### src/rtl/m_cp0.sv
// Coprocessor 0 for the M stage: exception/interrupt decision plus the
// SR, Cause, EPC and PRId registers, with the fetch redirect request.
module m_cp0 #(
    parameter logic [31:0] PRID = 32'h0000_7007
) (
    input  logic        clk,
    input  logic        reset,
    input  logic [4:0]  A,
    input  logic [31:0] DIn,
    input  logic        WE,
    input  logic [31:0] PCM,
    input  logic [4:0]  ExcCodeM,
    input  logic        BDM,
    input  logic        EXLClr,
    input  logic [5:0]  HWInt,
    output logic [31:0] DOut,
    output logic [31:0] EPCOut,
    output logic        Req
);

    logic [5:0]  im;
    logic        exl;
    logic        ie;
    logic        bd;
    logic [5:0]  ip;
    logic [4:0]  exc_code;
    logic [31:0] epc;

    logic        int_req;
    logic        exc_req;
    logic [31:0] pc_aligned;
    logic [31:0] epc_next;
    logic [31:0] sr_word;
    logic [31:0] cause_word;

    assign int_req = (|(HWInt & im)) & ie & ~exl;
    assign exc_req = (ExcCodeM != 5'd0) & ~exl;
    assign Req     = int_req | exc_req;

    // A faulting delay-slot instruction restarts at its branch; the subtract wraps at 0.
    assign pc_aligned = {PCM[31:2], 2'b00};
    assign epc_next   = BDM ? (pc_aligned - 32'd4) : pc_aligned;

    assign sr_word    = {16'b0, im, 8'b0, exl, ie};
    assign cause_word = {bd, 15'b0, ip, 3'b0, exc_code, 2'b00};

    always_ff @(posedge clk) begin
        if (reset) begin
            im       <= 6'd0;
            exl      <= 1'b0;
            ie       <= 1'b0;
            bd       <= 1'b0;
            ip       <= 6'd0;
            exc_code <= 5'd0;
            epc      <= 32'd0;
        end else begin
            ip <= HWInt;
            if (Req) begin
                // Taking the trap discards any mtc0 and eret in the same cycle.
                exl      <= 1'b1;
                exc_code <= int_req ? 5'd0 : ExcCodeM;
                bd       <= BDM;
                epc      <= epc_next;
            end else begin
                if (WE && A == 5'd12) begin
                    im  <= DIn[15:10];
                    exl <= DIn[1];
                    ie  <= DIn[0];
                end
                if (WE && A == 5'd14) begin
                    epc <= {DIn[31:2], 2'b00};
                end
                if (EXLClr) begin
                    exl <= 1'b0;
                end
            end
        end
    end

    always_comb begin
        DOut = 32'd0;
        case (A)
            5'd12:   DOut = sr_word;
            5'd13:   DOut = cause_word;
            5'd14:   DOut = epc;
            5'd15:   DOut = PRID;
            default: DOut = 32'd0;
        endcase
    end

    assign EPCOut = epc;

endmodule

### config.mk
export PLATFORM = sky130hd
export DESIGN_NAME = m_cp0
export DESIGN_NICKNAME = d
export VERILOG_FILES = /design/src/rtl/m_cp0.sv
export SDC_FILE = /design/constraint.sdc
export NUM_CORES = 1
export LEC_CHECK = 0
export ABC_AREA = 1
export CORE_MARGIN = 5
export CORE_UTILIZATION = 45
export DETAILED_ROUTE_END_ITERATION = 10
export GPL_TIMING_DRIVEN = 0
export PLACE_DENSITY_LB_ADDON = 0.1
export SLEW_MARGIN = 25
export SYNTH_ARGS = -nofsm -noshare
export SYNTH_HDL_FRONTEND = slang
export SYNTH_SLANG_ARGS = --single-unit
### constraint.sdc
create_clock -name clk -period 4.2 [get_ports clk]
set_input_delay 1.05 -clock clk [delete_from_list [all_inputs] [get_ports clk]]
set_output_delay 1.05 -clock clk [all_outputs]
set_load 0.02 [all_outputs]
==> key figures <==
Timing
  • Final Hold Violating Endpoints: 0
  • Fin crit period: between 4 and 5 ns
  • Final period util: 96.5%
  • Worst Skew: 0.0105 ns
  • Slew Limit Fails: 0
  • RSZ-0062 raised after global routing: no
  • F_max: about 250 MHz
  • Worst-margin pin slew: 0.681 ns
  • Slew headroom: 54.6%
  • Final setup viols: 0

Clocking
  • Clock Root Buffer: clkbuf_8
  • Clock sink count: 50
  • CTS tree: built
  • Post CTS Setup Buffer Count: 0
  • CTS Hold Buffers Added: 0
  • Total CTS buffers: 5
  • Clk_lat worst skew: around 0.31 ns
  • Worst-path clk slew: ~0.09 ns
  • H-Tree Level Count: 2
  • Clk buf depth: 2

Global route
  • Total congestion overflow: 0
  • All-Layer GR Usage: 27.6%
  • Vias in the first global route: 4,382
  • Global-route wire length before repair: between 20 and 25 mm
  • Largest net degree at the start of global routing: 17
  • Initial antenna violation count: 0

Critical path
  • Worst EP arrival: 3.00 ns
  • Crit-path slowest cell: clkdlybuf4s50_1
  • Critical path peak fanout: 10
  • Worst path top cell family by delay: buffers and inverters
  • Critical path launch point: A[0]
  • Worst EP required: 3.15 ns
  • Critical Path End Type: output port
  • Worst r2r src: im[0]$_SDFFE_PP0P_
  • Largest stage delay on the critical path: 0.63 ns
  • Cell Chain, Critical Path: clkdlybuf4s50_1 > nor2_4 > nand2_4 > buf_2 > nor2_1 > clkdlybuf4s50_1
  • Setup crit start kind: primary input
  • Cell mode on critical path: clkdlybuf4s50_1
  • Crit path kind: primary input to output port
  • Buf+Inv Stages, Crit Path: 3

Finish
  • Post-Layout Inst Area: 5270 sq um
  • Most frequent cells in the layout: 160 x nand2_1, 133 x clkdlybuf4s50_1, 81 x nor2_1
  • # fillers: 689
  • Most common cell after layout, fill and taps aside: nand2_1
  • Fraction of layout cells with a size suffix above 1: 8.47%
  • Nets: 817
  • Area of the multi-input gates: 2100 sq um
  • Register area: 1000 sq um
  • Area grow syn2layout: 49.0%
  • Finished Layout Cells: around 830
  • # diodes: 0

Routing
  • Initial drt markers: 361
  • Drt total wl: 13.7 mm
  • DRC: 0
  • ANT nets after route: 0
  • DR vias: around 4,400
  • Vias per cell: 5.28
  • Pre-Repair DR Iteration Count: 7
  • WL/cell: ~16 um

Synthesis
  • Post-synthesis mux area share: 0%
  • Largest family of logic cells by synthesized area: simple AND/OR/NAND/NOR gates
  • Count of cell types in the netlist: 38
  • Simple-gate area share of the yosys netlist: 40.9%
  • Area of the mapped netlist: 3540 sq um
  • Avg Synthesized Cell Area: 6.11 sq um
  • Xor/xnor share of the synthesized area: 3.22%
  • Post-Synth Adder-Cell Area: 0.353%
  • Synth Flop Type: dfxtp_1
  • Mapped Cells: 579
  • Ys async rst share: 0%
  • Synth Area in Compound Gates: ~15%
  • #FFs+latches synth: 50
  • Synth Warn #: 0
  • Post-synth EDFFs: 0
  • Post-synthesis sequential area ratio: between 20% and 30%

Placement
  • Area post-placement: 5110 sq um
  • HPWL after DPL: 10.9 mm
  • Cells after DPL: roughly 830
  • Final estimated routing congestion in global placement: 0.916
  • IO Port Bufs: 144

Power and ir drop
  • Int Pwr: 888 uW
  • Clk pwr share: 28.8%
  • VDD IR max: 202 uV
  • Sequential share of power: 40.8%
  • Comb power frac: 30.4%
  • Leak: 2.38 nW
  • Power per cell area: 247 nW/um^2
  • P_sw: ~420 uW
  • Sw Ratio: 31.9%

Run status
  • Status: completed

Die
  • Die Ht: 98.7 um
  • Core area: 7690 sq um
  • Starting Density: 46.0%
  • Num rows: 32
  • Die area: 9740 sq um
  • IO Count: 150
  • Die W: 98.7 um

Hold path
  • Worst hold start: EPCOut[13]$_SDFFE_PP0P_
  • Hold/Removal Path Class: flip-flop to flip-flop

Flow run
  • Max Cap Violations: 0
power by group through the flow:
stage	sequential, mW	clock, mW	combinational (mW)
3_3_place_gp	0.541	0	0.387
5_1_grt	0.535	0.393	0.427
2_1_floorplan	0.570	0	0.156
4_1_cts	0.531	0.373	0.394
3_5_place_dp	0.542	0	0.390
6_report	0.532	0.376	0.396
worst min-delay path: cells and delay by family (launching register included):
| kind | cells | cell delay [ns] |
|---|---|---|
| compound gates | 1 | 0.05 |
| flops | 1 | 0.33 |
| simple gates | 1 | 0.06 |
final timing paths:
path / end / depth (start not counted) / slack, ns
setup / recovery: DOut[19] / 6 / 0.15
hold / removal: EPCOut[13]$_SDFFE_PP0P_ / 2 / 0.48
setup reg to reg: EPCOut[16]$_SDFFE_PP0P_ / 11 / 2.44
hold reg to reg: EPCOut[13]$_SDFFE_PP0P_ / 2 / 0.48
state kept, by name (all words and copies together) (netlist names):
signal    cells
EPCOut       30
bd            1
exc_code      5
exl           1
ie            1
im            6
ip            6
kinds of logic after synthesis:
logic type	Yosys count
simple gates	328
xor+xnor	13
other cells	1
fa+ha+maj	1
compound gates	89
buf+inv	97
flops	50
area by class of cell:
type	instances	area share [%]
Tap cell	102	2.42
Inverter	74	5.27
Sequential cell	50	19.0
Clock inverter	2	0.736
Multi-Input combinational cell	433	39.8
Buffer	23	3.32
Clock buffer	6	1.57
Timing Repair Buffer	144	27.9
synthesized netlist by cell type, drive strengths merged (5+ instances only):
library cell    n  area (sq um)
dfxtp          50          1000
clkbuf          6          22.5
a211oi          5          37.5
a21oi          35           183
nor2           95           439
xor2            9          78.8
nand4          11          68.8
nand3          50           255
inv            74           278
buf            17           146
o21ai          39           214
nand2         169           662
through the flow:
stage	util, %	TNS (ns)	total power [mW]	worst slack [ns]	hold WS (ns)
2_1_floorplan	-	0	0.727	1.10	0.440
3_3_place_gp	66.5	-1.33	0.927	-0.157	0.457
3_5_place_dp	66.5	-2.15	0.932	-0.258	0.464
4_1_cts	68.2	0	1.30	0.0271	0.478
5_1_grt	68.6	0	1.36	0.0352	0.507
6_report	68.6	0	1.30	0.146	0.484
per-layer routing:
| metal | GRT usage [%] | vias to the layer above | routed length (um) |
|---|---|---|---|
| met5 | 0 | - | 0 |
| met4 | 7.77 | 0 | 284 |
| met3 | 5.80 | 26 | 1190 |
| met2 | 48.3 | 223 | 6730 |
| met1 | 34.2 | 2019 | 5510 |
| li1 | - | 2135 | - |
what timing repair did:
| item | CTS | global route |
|---|---|---|
| setup endpoints to repair | 11 | 11 |
| gates resized for setup | 4 | 13 |
| hold endpoints to repair | 0 | 0 |
Note: power is estimated with default switching activity, not from simulation.
